### src/rtl/mem_access_unit.sv
// mem_access_unit: load/store stage driving an asynchronous SRAM.
//
// Non-memory operations pass waddr/we/wdata through with one cycle of latency. Memory
// operations latch their operands, hold the SRAM strobes low for WAIT_CYCLES+1 cycles
// (stall_o high), then spend one DONE cycle presenting load data before returning to idle.
// Every output is a flop except stall_o, which is combinational so the request cycle
// itself stalls upstream.
//
// Ports:
//   clk, rst          clock, asynchronous active-high reset
//   waddr_i/we_i/wdata_i   write-back request from the ALU stage
//   aluop_i           operation code (LB/LH/LW/LBU/LHU/SB/SH/SW use the *_OP defines)
//   mem_addr_i        effective address; reg2_i store data; flush_i squash
//   mem_data_i        SRAM read data
//   waddr_o/we_o/wdata_o   write-back result
//   stall_o           upstream hold
//   excp_o/badaddr_o  misalignment exception pulse and faulting address
//   mem_addr_o/mem_data_o  SRAM address and write data
//   mem_we_n_o/mem_oe_n_o/mem_ce_n_o/mem_be_n_o  SRAM strobes, active low
//
// Optional feature: define MEM_ALIGN_EXC_EN to trap misaligned half/word accesses instead
// of force-aligning them.

`ifndef LB_OP
`define LB_OP 5'h10
`endif
`ifndef LH_OP
`define LH_OP 5'h11
`endif
`ifndef LW_OP
`define LW_OP 5'h12
`endif
`ifndef LBU_OP
`define LBU_OP 5'h13
`endif
`ifndef LHU_OP
`define LHU_OP 5'h14
`endif
`ifndef SB_OP
`define SB_OP 5'h15
`endif
`ifndef SH_OP
`define SH_OP 5'h16
`endif
`ifndef SW_OP
`define SW_OP 5'h17
`endif

module mem_access_unit #(
    parameter int unsigned WAIT_CYCLES = 1,
    parameter int unsigned ADDR_W      = 32
) (
    input  logic              clk,
    input  logic              rst,
    input  logic [4:0]        waddr_i,
    input  logic              we_i,
    input  logic [31:0]       wdata_i,
    input  logic [4:0]        aluop_i,
    input  logic [ADDR_W-1:0] mem_addr_i,
    input  logic [31:0]       reg2_i,
    input  logic              flush_i,
    input  logic [31:0]       mem_data_i,
    output logic [4:0]        waddr_o,
    output logic              we_o,
    output logic [31:0]       wdata_o,
    output logic              stall_o,
    output logic              excp_o,
    output logic [ADDR_W-1:0] badaddr_o,
    output logic [ADDR_W-1:0] mem_addr_o,
    output logic [31:0]       mem_data_o,
    output logic              mem_we_n_o,
    output logic              mem_oe_n_o,
    output logic              mem_ce_n_o,
    output logic [3:0]        mem_be_n_o
);

    typedef enum logic [1:0] {StIdle, StAccess, StDone} state_e;
    typedef enum logic [1:0] {SzByte, SzHalf, SzWord} size_e;

    localparam logic [3:0] LastCnt = 4'(WAIT_CYCLES);

    function automatic logic is_mem_op(input logic [4:0] op);
        case (op)
            `LB_OP, `LH_OP, `LW_OP, `LBU_OP, `LHU_OP, `SB_OP, `SH_OP, `SW_OP: is_mem_op = 1'b1;
            default: is_mem_op = 1'b0;
        endcase
    endfunction

    function automatic logic is_load_op(input logic [4:0] op);
        case (op)
            `LB_OP, `LH_OP, `LW_OP, `LBU_OP, `LHU_OP: is_load_op = 1'b1;
            default: is_load_op = 1'b0;
        endcase
    endfunction

    function automatic size_e op_size(input logic [4:0] op);
        case (op)
            `LB_OP, `LBU_OP, `SB_OP: op_size = SzByte;
            `LH_OP, `LHU_OP, `SH_OP: op_size = SzHalf;
            default:                 op_size = SzWord;
        endcase
    endfunction

    function automatic logic [3:0] lane_be_n(input size_e sz, input logic [1:0] lane);
        case (sz)
            SzByte:  lane_be_n = ~(4'b0001 << lane);
            SzHalf:  lane_be_n = lane[1] ? 4'b0011 : 4'b1100;
            default: lane_be_n = 4'b0000;
        endcase
    endfunction

    function automatic logic [31:0] store_data(input size_e sz, input logic [31:0] d);
        case (sz)
            SzByte:  store_data = {4{d[7:0]}};
            SzHalf:  store_data = {2{d[15:0]}};
            default: store_data = d;
        endcase
    endfunction

    function automatic logic [31:0] load_ext(input logic [4:0] op, input logic [1:0] lane,
                                             input logic [31:0] d);
        logic [7:0]  b;
        logic [15:0] h;
        logic        sx;
        case (lane)
            2'd0:    b = d[7:0];
            2'd1:    b = d[15:8];
            2'd2:    b = d[23:16];
            default: b = d[31:24];
        endcase
        h  = lane[1] ? d[31:16] : d[15:0];
        sx = (op == `LB_OP) || (op == `LH_OP);
        case (op_size(op))
            SzByte:  load_ext = {{24{sx & b[7]}}, b};
            SzHalf:  load_ext = {{16{sx & h[15]}}, h};
            default: load_ext = d;
        endcase
    endfunction

    state_e             state_q, state_d;
    logic [3:0]         cnt_q, cnt_d;
    logic [4:0]         op_q, op_d;
    logic [1:0]         lane_q, lane_d;
    logic               kill_q, kill_d;
    logic [4:0]         waddr_q, waddr_d;
    logic               we_q, we_d;
    logic [31:0]        wdata_q, wdata_d;
    logic [ADDR_W-1:0]  mem_addr_q, mem_addr_d;
    logic [31:0]        mem_data_q, mem_data_d;
    logic               we_n_q, we_n_d;
    logic               oe_n_q, oe_n_d;
    logic               ce_n_q, ce_n_d;
    logic [3:0]         be_n_q, be_n_d;
    logic               stall_c;

    size_e              in_size;
    logic [ADDR_W-1:0]  align_mask;
    logic [ADDR_W-1:0]  addr_al;
    logic               trap_c;  // misaligned access that must trap instead of running

    assign in_size = op_size(aluop_i);

    // Clearing the low bits is a no-op for accesses that are already aligned, so the same
    // path serves both builds; only the default build ever sees misaligned addresses here.
    always_comb begin
        align_mask = '0;
        case (in_size)
            SzWord:  align_mask[1:0] = 2'b11;
            SzHalf:  align_mask[1:0] = 2'b01;
            default: align_mask[1:0] = 2'b00;
        endcase
        addr_al = mem_addr_i & ~align_mask;
    end

`ifdef MEM_ALIGN_EXC_EN
    logic              excp_q, excp_d;
    logic [ADDR_W-1:0] badaddr_q, badaddr_d;

    assign trap_c = ((in_size == SzWord) && (mem_addr_i[1:0] != 2'b00)) ||
                    ((in_size == SzHalf) && mem_addr_i[0]);

    always_comb begin
        excp_d    = 1'b0;
        badaddr_d = badaddr_q;
        if ((state_q == StIdle) && !flush_i && is_mem_op(aluop_i) && trap_c) begin
            excp_d    = 1'b1;
            badaddr_d = mem_addr_i;
        end
    end

    always_ff @(posedge clk or posedge rst) begin
        if (rst) begin
            excp_q    <= 1'b0;
            badaddr_q <= '0;
        end else begin
            excp_q    <= excp_d;
            badaddr_q <= badaddr_d;
        end
    end

    assign excp_o    = excp_q;
    assign badaddr_o = badaddr_q;
`else
    assign trap_c    = 1'b0;
    assign excp_o    = 1'b0;
    assign badaddr_o = '0;
`endif

    always_comb begin
        state_d    = state_q;
        cnt_d      = cnt_q;
        op_d       = op_q;
        lane_d     = lane_q;
        kill_d     = kill_q;
        waddr_d    = waddr_q;
        we_d       = 1'b0;
        wdata_d    = wdata_q;
        mem_addr_d = mem_addr_q;
        mem_data_d = mem_data_q;
        we_n_d     = we_n_q;
        oe_n_d     = oe_n_q;
        ce_n_d     = ce_n_q;
        be_n_d     = be_n_q;
        stall_c    = 1'b0;

        unique case (state_q)
            StIdle: begin
                if (flush_i) begin
                    we_d = 1'b0;
                end else if (!is_mem_op(aluop_i)) begin
                    waddr_d = waddr_i;
                    we_d    = we_i;
                    wdata_d = wdata_i;
                end else if (!trap_c) begin
                    stall_c    = 1'b1;
                    state_d    = StAccess;
                    cnt_d      = '0;
                    op_d       = aluop_i;
                    lane_d     = addr_al[1:0];
                    kill_d     = 1'b0;
                    waddr_d    = waddr_i;
                    mem_addr_d = addr_al;
                    mem_data_d = is_load_op(aluop_i) ? 32'h0 : store_data(in_size, reg2_i);
                    be_n_d     = lane_be_n(in_size, addr_al[1:0]);
                    ce_n_d     = 1'b0;
                    oe_n_d     = !is_load_op(aluop_i);
                    we_n_d     = is_load_op(aluop_i);
                end
            end
            StAccess: begin
                stall_c = 1'b1;
                if (flush_i) begin
                    kill_d = 1'b1;
                end
                if (cnt_q == LastCnt) begin
                    state_d    = StDone;
                    ce_n_d     = 1'b1;
                    oe_n_d     = 1'b1;
                    we_n_d     = 1'b1;
                    be_n_d     = 4'b1111;
                    mem_addr_d = '0;
                    mem_data_d = '0;
                    // A flush seen at any point of the access still lets the SRAM cycle
                    // finish but drops the write-back.
                    we_d       = is_load_op(op_q) && !kill_q && !flush_i;
                    if (is_load_op(op_q)) begin
                        wdata_d = load_ext(op_q, lane_q, mem_data_i);
                    end
                end else begin
                    cnt_d = cnt_q + 4'd1;
                end
            end
            StDone: begin
                state_d = StIdle;
            end
            default: begin
                state_d = StIdle;
            end
        endcase
    end

    always_ff @(posedge clk or posedge rst) begin
        if (rst) begin
            state_q    <= StIdle;
            cnt_q      <= '0;
            op_q       <= '0;
            lane_q     <= '0;
            kill_q     <= 1'b0;
            waddr_q    <= '0;
            we_q       <= 1'b0;
            wdata_q    <= '0;
            mem_addr_q <= '0;
            mem_data_q <= '0;
            we_n_q     <= 1'b1;
            oe_n_q     <= 1'b1;
            ce_n_q     <= 1'b1;
            be_n_q     <= 4'b1111;
        end else begin
            state_q    <= state_d;
            cnt_q      <= cnt_d;
            op_q       <= op_d;
            lane_q     <= lane_d;
            kill_q     <= kill_d;
            waddr_q    <= waddr_d;
            we_q       <= we_d;
            wdata_q    <= wdata_d;
            mem_addr_q <= mem_addr_d;
            mem_data_q <= mem_data_d;
            we_n_q     <= we_n_d;
            oe_n_q     <= oe_n_d;
            ce_n_q     <= ce_n_d;
            be_n_q     <= be_n_d;
        end
    end

    assign waddr_o    = waddr_q;
    assign we_o       = we_q;
    assign wdata_o    = wdata_q;
    assign stall_o    = stall_c & ~rst;
    assign mem_addr_o = mem_addr_q;
    assign mem_data_o = mem_data_q;
    assign mem_we_n_o = we_n_q;
    assign mem_oe_n_o = oe_n_q;
    assign mem_ce_n_o = ce_n_q;
    assign mem_be_n_o = be_n_q;

endmodule
### config.mk
export PLATFORM = sky130hd
export DESIGN_NAME = mem_access_unit
export DESIGN_NICKNAME = d
export VERILOG_FILES = /design/src/rtl/mem_access_unit.sv
export SDC_FILE = /design/constraint.sdc
export NUM_CORES = 1
export LEC_CHECK = 0
export CAP_MARGIN = 10
export CORE_ASPECT_RATIO = 1.1
export CORE_MARGIN = 2
export CORE_UTILIZATION = 43
export CTS_BUF_LIST = sky130_fd_sc_hd__clkbuf_4
export DETAILED_ROUTE_END_ITERATION = 10
export PLACE_DENSITY = 0.89
export SYNTH_ARGS = -nofsm -noshare
export SYNTH_HDL_FRONTEND = slang
export SYNTH_SLANG_ARGS = --single-unit
### constraint.sdc
create_clock -name clk -period 6 [get_ports clk]
set_input_delay 1.8 -clock clk [delete_from_list [all_inputs] [get_ports clk]]
set_output_delay 1.8 -clock clk [all_outputs]
set_load 0.02 [all_outputs]
-- Word level (Yosys, flattened, before mapping)
Memory sizes are Yosys's and may differ from the RTL's.
Cells that the tools add are included.
- register bits after elaboration: 123
- bits in read-only memories: 32
- input port bits: 142
- output and inout port bits: 143
- word-level logic and storage cells: 143
- memories kept: 1
- memory list (memory ; depth ; bits a word ; read ports ; clocked after memory_dff ; wr ports ; RTL line ; text):
    (no name shown) ; 32 ; 1 ; 1 ; 0 ; 0 ; 83 ; case (op)
- $add $sub $neg: 1
- eq/ne operators: 28
- shift operators: 1
- mux-type cells: 66
- bitwise gates (word level): 8
- reductions and logical operators: 24
- operators with widths (cell ; count):
    32-bit 2-to-1 mux ; 10
    32-bit one-hot mux with 2 select lines ; 5
    5-bit == test, second input constant ; 14
    32-bit AND ; 1
    2-bit NOT with 32-bit output ; 1
    4-bit 2-to-1 mux ; 7
    8-bit 2-to-1 mux ; 3
    4-bit one-hot mux with 2 select lines ; 3
    8-bit one-hot mux with 3 select lines ; 1
    1-bit 2-to-1 mux ; 20
    16-bit 2-to-1 mux ; 1
    2-bit one-hot mux with 2 select lines ; 4
    2-bit inequality test, second input constant ; 7
    2-bit 2-to-1 mux ; 6
    1-bit one-hot mux with 2 select lines ; 6
    4-bit AND reduction ; 3
    3-bit OR reduction ; 4
    5-bit OR reduction ; 2
    2-bit by 1-bit == test with 1-bit output, second input constant ; 4
    2-bit zero test ; 4
    3-bit AND reduction ; 2
    5-bit AND reduction ; 1
    4-bit by 1-bit adder with 4-bit output, second input constant ; 1
    2-bit == test, second input constant ; 2
    other kinds (10) ; 16

-- Depth between registers and ports, before layout
Gate-level depths: netlist of the first run.
- word-level depth: 13
- depth in mapped cells: 9
- mapped depth without buffers: 8

-- Worst setup path before layout of the first run
OpenSTA, ideal clock, no wires.
- path type: input to output
- start: in aluop_i[3]
- end: out stall_o
- data arrival time: 2570 ps
- data required time: 4200 ps
- slack: 1630 ps
- cell stages on the path: 4
- buffers on the path: 0
- path through: nand2b_1 -> nor2_1 -> nor2_1 -> nor3_1
- longest elaborated chain between the ends: 7
- ends and longest elaborated chain (element ; RTL line ; text):
    from (decl) ; 58 ; input logic [4:0] aluop_i,
    memory 32 x 1 bit ; - ;
    1-bit 2-to-1 mux ; 228 ; if (flush_i) begin
    1-bit 2-to-1 mux ; 226 ; unique case (state_q)
    1-bit 2-to-1 mux ; 230 ; end else if (!is_mem_op(aluop_i)) begin
    1-bit 2-to-1 mux ; 228 ;
    1-bit one-hot mux with 2 select lines ; 226 ;
    1-bit AND ; 319 ; assign stall_o = stall_c & ~rst;
    to (decl) ; 66 ; output logic stall_o,
Every way passes these cells. The select of a mux whose other input is x is not followed.

-- Worst setup path after layout of the first run
Same ends and word-level chain as after synthesis.

==> results of run 1 <==
==> state kept, by name, summed over array words and instances, names as in the netlist, 4 cells and up <==
| register | count |
|---|---|
| mem_addr_o | 32 |
| wdata_o | 32 |
| cnt_q | 4 |
| waddr_o | 5 |
| op_q | 5 |
| mem_be_n_o | 4 |
| mem_data_o | 32 |
==> metal layers <==
metal | track usage (%) | part of all wire, % | up-vias | wire length, um
met5 | 0 | 0 | - | 0
met4 | 12.18 | 3.4 | 0 | 646
met3 | 10.35 | 11 | 49 | 2120
met2 | 40.94 | 47 | 293 | 8826
met1 | 29.71 | 38 | 2661 | 7249
li1 | - | - | 2583 | -
==> critical path: stages <==
cell and delay, ns:
clkdlybuf4s50_1 0.42, nand2b_1 0.22, nor2_1 0.11, nor2_1 0.05, nor3_1 0.18, clkdlybuf4s50_1 0.65
==> area by class of cell <==
class                   count  share of cell area, %
clock buffers              20                  1.696
clock inverters            12                  1.682
inverters                   6                 0.2827
multi-input cells         437                  29.83
flip-flops and latches    123                  34.87
well taps                 188                  2.658
repair buffers            258                  28.98
==> power by group through the flow <==
stage	Combinational (mW)	Clock, mW	Sequential, mW
2_1_floorplan	0.951	0	1.75
3_3_place_gp	2.20	0	1.42
3_5_place_dp	2.24	0	1.42
4_1_cts	2.25	0.646	1.42
5_1_grt	2.42	0.683	1.46
6_report	2.24	0.629	1.42
==> synth_stat cells, types with 4 or more instances <==
cell | number | area share (%)
dfrtp_1 | 116 | 48
nand2_1 | 74 | 4.6
o21ai_0 | 59 | 4.9
nor2_1 | 40 | 2.5
a22o_1 | 39 | 5.7
a21oi_1 | 35 | 2.9
buf_4 | 34 | 4.2
clkbuf_1 | 21 | 1.3
mux2_2 | 19 | 3.5
a31oi_1 | 18 | 1.9
or3_1 | 16 | 1.7
nand3_1 | 12 | 1.0
buf_2 | 10 | 0.83
mux2i_1 | 9 | 1.5
o221ai_1 | 9 | 1.3
a31o_2 | 8 | 1.2
o22ai_1 | 8 | 0.83
dfstp_2 | 7 | 3.0
o21ai_2 | 7 | 1.0
inv_1 | 6 | 0.37
nor2b_1 | 6 | 0.62
nand2b_1 | 5 | 0.52
o21ai_1 | 4 | 0.33
xor2_1 | 4 | 0.58
==> kinds of logic (layout without fill, tap and decap cells) <==
family	after synthesis	in the layout	share of synthesized area, %
other cells	1	33	0.06218
simple gates	171	171	13.15
flops	123	123	51.18
buf+inv	75	296	7.261
mux	29	29	5.415
compound gates	197	197	21.78
xor+xnor	5	5	0.7261
fa+ha+maj	2	2	0.4149
==> worst max-delay path by stage <==
stage                          start                    to  slack (ns)  depth (start not counted)
after CTS                 aluop_i[3]               stall_o        0.76                          6
after global routing      aluop_i[3]               stall_o        0.70                          6
after global placement    aluop_i[3]               stall_o        0.88                          6
after floorplan                  rst  cnt_q[0]$_DFFE_PP0P_        0.94                          1
after detailed placement  aluop_i[3]               stall_o        0.78                          6
final                     aluop_i[3]               stall_o        0.77                          6
==> results.yml, run 1 <==
run_status:
  status: "complete, no violations"
worst_setup_path:
  cp.arrival_ns: 3.43
  crit-reg2reg-capture: "wdata_o[24]$_DFFE_PP0P_"
  crit_type: "primary input to output port"
  endpoint_kind: "output port"
  reg2reg_from: "state_q[1]$_DFFE_PP0P_"
  worstPathRequired_ns: 4.20
  start_kind: "primary input"
  reg2regPathDepth: 5
  crit_fanout: 4
  reg2reg_slack_ns: 3.25
synth:
  yosysUniqueCellTypes: 51
  synth_area_sq_um: 6031
  synth-edff-count: 0
  synth_ff_type: "dfrtp_1"
  yosysSeqAreaShare_pct: 51.18
  syn_avg_cell_area_sq_um: 10.00
  synth-seq-cells: 123
  async_flop_share_pct: 100.0
  yosysWarnings: 0
  synthCells: 603
finish:
  nets: 987
  diodes: 0
  fin_area_sq_um: 8851
  stdcell_count: 1044
  multiInputGateArea_sq_um: 2640
  post-route-util_pct: 64.43
  fill_cells: 1107
  drive_gt1_share_pct: 11.10
  area_growth_pct: 46.76
  layout_common_cells: "clkdlybuf4s50_1, dfrtp_1, nand2_1"
  final_common_cell: "clkdlybuf4s50_1"
  ff_latch_area_sq_um: 3087
clock_network:
  cts_resized: 0
  cts_buffers: 17
  post_cts_buffers: 0
  ctsHtreeMaxLevel: 4
  cts_tree: "built"
  cts_root_buf: "clkbuf_4"
  clock_sinks: 123
  clockBufferDepth: 2
  holdBufCountCts: 0
  clk_pin_slew_worst_paths_ns: 0.12
  clk_latency_ns: 0.55
sta:
  fin_crit_sh_pct: 87.25
  worst_pin_slew_ns: 0.9654
  rsz0062_at_grt: "no"
  fmax_mhz: 191.0
  period_minus_slack_ns: 5.235
  setup_violations: 0
  skew_ns: 0.02410
  layout_setup_ws_ns: 0.7653
  hold_violations: 0
  slew_headroom_pct: 35.64
  setup-tns-final_ns: 0
  hold_ws_ns: 0.4709
  maxSlewViolCount: 0
floorplanning:
  ios: 285
  dieWidth_um: 116.9
  initial_core_util_pct: 43.90
  core_region_area_sq_um: 13740
  die_h_um: 128.2
  rows: 45
  dieArea_sq_um: 14990
pwr:
  switching_share_pct: 41.77
  comb_power_share_pct: 52.3
  power_mw: 4.291
  intPower_mw: 2.499
  pwr-share-seq_pct: 33.1
  p_sw_mw: 1.792
  peakVddDrop_mv: 0.2713
  p_leak_nw: 3.724
  power_density_nw_per_um2: 484.8
  clkPwrFrac_pct: 14.7
hold_path:
  min_to: "mem_ce_n_o$_DFFE_PP1P_"
  worstHoldStart: "mem_ce_n_o$_DFFE_PP1P_"
  hp-class: "flop to flop"
  hold_path_depth: 2
drt:
  drtIter0Drc: 363
  wl_um: 18840
  first_pass_iters: 5
  drc: 0
  wl_per_cell_um: 18.05
  routed-via-count: 5586
  ant_nets: 0
  via_per_inst: 5.351
global_routing:
  grt-ovfl-total: 0
  grt_start_max_net_pins: 70
  grtUsageTotal_pct: 25.55
  grt_first_pass_wirelength_um: 29170
  grt_antenna_before_repair: 0
  grt_pass1_vias: 5654
place:
  place.gp.congestion: 0.8820
  dp_cells: 1012
  place_ws_ns: 0.7783
  place_area_sq_um: 8552
  portBuffers: 251
  dp_hpwl_um: 13580
job:
  drv_cap: 0
(Power assumes the default switching activity.)
==> run 2: changes to the inputs <==
--- a/config.mk
+++ b/config.mk
@@ -8,10 +8,10 @@
 export CAP_MARGIN = 10
 export CORE_ASPECT_RATIO = 1.1
 export CORE_MARGIN = 2
-export CORE_UTILIZATION = 43
+export CORE_UTILIZATION = 35
 export CTS_BUF_LIST = sky130_fd_sc_hd__clkbuf_4
 export DETAILED_ROUTE_END_ITERATION = 10
-export PLACE_DENSITY = 0.89
+export PLACE_DENSITY = 0.75
 export SYNTH_ARGS = -nofsm -noshare
 export SYNTH_HDL_FRONTEND = slang
 export SYNTH_SLANG_ARGS = --single-unit
==> constraint.sdc (replaced) <==
create_clock -name clk -period 6 [get_ports clk]
set_input_delay 1.8 -clock clk [delete_from_list [all_inputs] [get_ports clk]]
set_output_delay 1.8 -clock clk [all_outputs]
set_load 0.005 [all_outputs]
==> run 2 against run 1 <==
  * Combinational power down 16%
  * Critical path type unchanged
  * Total power down 9.6%
  * Critical path depth unchanged
  * Highest routed layer unchanged
  * Clock power decreased by 6.8%
  * Core utilization decreased by 12 points
  * Fmax up 3.7%
  * Largest cell class unchanged
  * Die area rose by 22%
  * Critical endpoint unchanged
  * Sequential cell count did not move
  * Via count fell by 2.1%
==> results.yml, run 2 (synthesis gave the netlist of run 1 again) <==
drt:
  drc: 0
  dr_wl_met2_um: 9077
  wirelength_met1_um: 7528
  ant_nets: 0
  maxUsedRoutingLayer: "met4"
  dr_wl_met3_um: 2170
  wl_per_cell_um: 17.55
  via_per_inst: 5.017
  routed-via-count: 5468
  first_pass_iters: 4
  wl_um: 19130
  drtIter0Drc: 264
sta:
  hold_violations: 0
  setup-tns-final_ns: 0
  worst_pin_slew_ns: 1.031
  setup_violations: 0
  slew_headroom_pct: 31.29
  fmax_mhz: 198.2
  rsz0062_at_grt: "no"
  period_minus_slack_ns: 5.046
  fin_crit_sh_pct: 84.11
  skew_ns: 0.02521
  maxSlewViolCount: 0
  layout_setup_ws_ns: 0.9536
hold_path:
  hold_path_depth: 2
  hp-class: "flop to flop"
  min_to: "mem_ce_n_o$_DFFE_PP1P_"
  worstHoldStart: "mem_ce_n_o$_DFFE_PP1P_"
floorplanning:
  ios: 285
  initial_core_util_pct: 35.57
  die_h_um: 141.7
  dieWidth_um: 129.2
  core_region_area_sq_um: 16950
  rows: 50
  dieArea_sq_um: 18300
worst_setup_path:
  reg2regPathDepth: 6
  crit-reg2reg-capture: "wdata_o[20]$_DFFE_PP0P_"
  crit_fanout: 4
  start_kind: "primary input"
  endpoint_kind: "output port"
  reg2reg_slack_ns: 3.08
  startpoint: "aluop_i[3]"
  worstPathRequired_ns: 4.20
  cp.arrival_ns: 3.25
  reg2reg_from: "state_q[0]$_DFFE_PP0P_"
  crit_type: "primary input to output port"
finish:
  drive_gt1_share_pct: 11.10
  fin_area_sq_um: 8889
  fill_cells: 1564
  final_common_cell: "clkdlybuf4s50_1"
  area_growth_pct: 47.39
  diodes: 0
  nets: 987
  layout_common_cells: "clkdlybuf4s50_1, dfrtp_1, nand2_1"
clock_network:
  clk_pin_slew_worst_paths_ns: 0.11
  clk_latency_ns: 0.53
  cts_root_buf: "clkbuf_4"
  cts_buffers: 17
  clock_sinks: 123
  cts_resized: 0
  ctsHtreeMaxLevel: 4
  holdBufCountCts: 0
  post_cts_buffers: 0
  clockBufferDepth: 2
  cts_tree: "built"
pwr:
  power_density_nw_per_um2: 436.3
  peakVddDrop_mv: 0.1780
  p_leak_nw: 3.711
job:
  drv_cap: 0
global_routing:
  grt-ovfl-total: 0
  grt_pass1_vias: 5587
  grt_antenna_before_repair: 0
  grtUsageTotal_pct: 20.85
  grt_first_pass_wirelength_um: 29440
  grt_start_max_net_pins: 73
place:
  dp_hpwl_um: 13920
  place_ws_ns: 0.9528
  place.gp.congestion: 0.8477
  place_area_sq_um: 8610
  portBuffers: 251
run_status:
  status: "complete, no violations"
## run 2: changes by cell type in the layout (fill, tap and decap cells not counted)
cell | before | now
bufinv_16 | 3 | 2
clkinv_2 | 3 | 2
clkbuf_4 | 20 | 21
clkinvlp_4 | 3 | 4
## run 2: stage by stage
stage / power, mW / instances / hold WS [ns] / util [%]
global placement: 3.272 / 1058 / 0.4580 / 50.78
CTS: 3.917 / 1090 / 0.4857 / 52.43
floorplan: 2.339 / 635 / 0.4331 / -
detailed placement: 3.310 / 1058 / 0.4497 / 50.78
finish: 3.878 / 1090 / 0.4779 / 52.43
global route: 4.160 / 1090 / 0.5176 / 52.43
## run 2: critical path, cell delays in order
cell,delay [ns]
clkdlybuf4s50_1,0.41
nand2b_1,0.22
nor2_1,0.12
nor2_1,0.05
nor3_1,0.14
clkdlybuf4s50_1,0.53
## run 2: per-layer routing
layer	up-vias	track usage, %
met4	0	7.952
li1	2589	-
met1	2586	24.75
met2	269	33.80
met3	24	8.484
met5	-	0
## run 2: final cells by class
type                    instances  area (sq um)  share of cell area, %
clock buffers                  21         157.7                  1.774
clock inverters                11         121.4                  1.365
inverters                       6         25.02                 0.2815
multi-input cells             437          2640                  29.70
flip-flops and latches        123          3087                  34.73
well taps                     234         292.8                  3.294
repair buffers                258          2565                  28.86
## run 2: report_power, final
group | switching [mW] | total, mW | internal, mW
Combinational | 0.874 | 1.88 | 1.01
Clock | 0.321 | 0.586 | 0.264
Sequential | 0.226 | 1.41 | 1.18
## run 2: how the worst max path moves through the flow
stage,to
floorplan,cnt_q[0]$_DFFE_PP0P_
global placement,stall_o
detailed placement,stall_o
CTS,stall_o
global route,stall_o
finish,stall_o
==> run 3: changes to the inputs <==
==> constraint.sdc (replaced) <==
create_clock -name clk -period 4.9 [get_ports clk]
set_input_delay 1.47 -clock clk [delete_from_list [all_inputs] [get_ports clk]]
set_output_delay 1.47 -clock clk [all_outputs]
set_load 0.005 [all_outputs]
==> run 3 against run 2 <==
  * Non-clock buffer count up 2
  * Critical path type unchanged
  * Via count up 0.33%
  * Sequential share of layout area down 0.39 points
  * Routed wire length about the same
  * Global-route usage about the same
  * Final cell count up 0.18%
  * Clock skew up 0.0040 ns
  * First-iteration DRC count up 11%
  * Count of clock-buffer cells in the layout down 3
  * Register-to-register slack worse by 0.81 ns
  * Largest cell class unchanged
  * Final area up 1.1%
==> results.yml, run 3 (synthesis gave the netlist of run 1 again) <==
run_status:
  status: "complete, no violations"
sta:
  slew_headroom_pct: 37.11
  setup_violations: 0
  skew_ns: 0.02923
  hold_violations: 0
  rsz0062_at_grt: "no"
  period_minus_slack_ns: 4.385
  fin_crit_sh_pct: 89.50
  worst_pin_slew_ns: 0.9434
  setup-tns-final_ns: 0
  maxSlewViolCount: 0
  fmax_mhz: 228.0
worst_setup_path:
  crit_type: "primary input to output port"
  endpoint_kind: "output port"
  reg2reg_slack_ns: 2.27
  crit_fanout: 4
  start_kind: "primary input"
  worstPathRequired_ns: 3.43
  cp.arrival_ns: 2.92
clock_network:
  cts_tree: "built"
  clk_latency_ns: 0.55
  clock_sinks: 123
  post_cts_buffers: 0
  holdBufCountCts: 0
  cts_root_buf: "clkbuf_4"
  cts_resized: 0
  cts_buffers: 17
  clk_pin_slew_worst_paths_ns: 0.11
  clockBufferDepth: 2
  ctsHtreeMaxLevel: 4
drt:
  via_per_inst: 5.024
  drc: 0
  drtIter0Drc: 293
  ant_nets: 0
  wl_um: 19130
  routed-via-count: 5486
  wl_per_cell_um: 17.51
  first_pass_iters: 4
place:
  portBuffers: 251
  dp_hpwl_um: 13840
  place.gp.congestion: 0.7980
  dp_cells: 1060
job:
  drv_cap: 0
floorplanning:
  dieArea_sq_um: 18300
  die_h_um: 141.7
  rows: 50
  initial_core_util_pct: 35.57
  core_region_area_sq_um: 16950
  ios: 285
  dieWidth_um: 129.2
global_routing:
  grt_first_pass_wirelength_um: 29450
  grt_antenna_before_repair: 0
  grt_start_max_net_pins: 68
  grtUsageTotal_pct: 20.83
  grt_pass1_vias: 5416
  grt-ovfl-total: 0
finish:
  diodes: 0
  nets: 989
  drive_gt1_share_pct: 11.19
  area_growth_pct: 49.05
  layout_common_cells: "clkdlybuf4s50_1, dfrtp_1, nand2_1"
  stdcell_count: 1092
  final_common_cell: "clkdlybuf4s50_1"
  fill_cells: 1559
hold_path:
  hp-class: "flop to flop"
pwr:
  peakVddDrop_mv: 0.2142
  power_density_nw_per_um2: 547.4
  p_leak_nw: 3.760
run 3: worst max-delay path: stages:
cell	delay, ns
clkdlybuf4s50_1	0.41
nand2b_1	0.22
nor2_1	0.12
nor2_1	0.04
nor3_1	0.13
clkdlybuf4s50_1	0.52
run 3: stage by stage:
step	area (sq um)	total power [mW]	hold WS, ns	util (%)	setup slack [ns]
6_report	8989	4.920	0.4707	53.02	0.5147
5_1_grt	8989	5.261	0.5029	53.02	0.3904
4_1_cts	8989	4.956	0.4774	53.02	0.5021
3_5_place_dp	8637	4.053	0.4517	50.94	0.5151
3_3_place_gp	8637	4.008	0.4484	50.94	0.5302
2_1_floorplan	6151	2.864	0.4331	-	0.1707
run 3: final cells by class:
class,instances,area (sq um),share of cell area [%]
Clock inverter,14,216.5,2.408
Timing Repair Buffer,260,2592,28.84
Sequential cell,123,3087,34.34
Inverter,6,25.02,0.2784
Multi-Input combinational cell,437,2640,29.37
Clock buffer,18,135.1,1.503
Tap cell,234,292.8,3.257
run 3: report_power, final:
part	total [mW]	switching [mW]	internal (mW)
logic	2.31	1.06	1.25
clock network	0.885	0.421	0.465
registers	1.73	0.280	1.45
total	4.92	1.76	3.16
run 3: final timing paths:
check,endpoint,start,depth (start not counted)
max in group asynchronous,mem_oe_n_o$_DFFE_PP1P_,rst,3
worst min-delay path,we_o$_DFF_PP0_,kill_q$_DFFE_PP0P_,1
worst max-delay path,stall_o,aluop_i[3],6
worst min register to register,we_o$_DFF_PP0_,kill_q$_DFFE_PP0P_,1
min in group asynchronous,waddr_o[4]$_DFFE_PP0P_,rst,2
worst max register to register,wdata_o[26]$_DFFE_PP0P_,lane_q[1]$_DFFE_PP0P_,4
run 3: per-layer routing:
metal / up-vias / track usage (%) / part of all wire (%)
met4: 0 / 7.265 / 2.0
li1: 2589 / - / -
met2: 269 / 33.35 / 47
met5: - / 0 / 0
met3: 27 / 8.333 / 11
met1: 2601 / 25.47 / 40
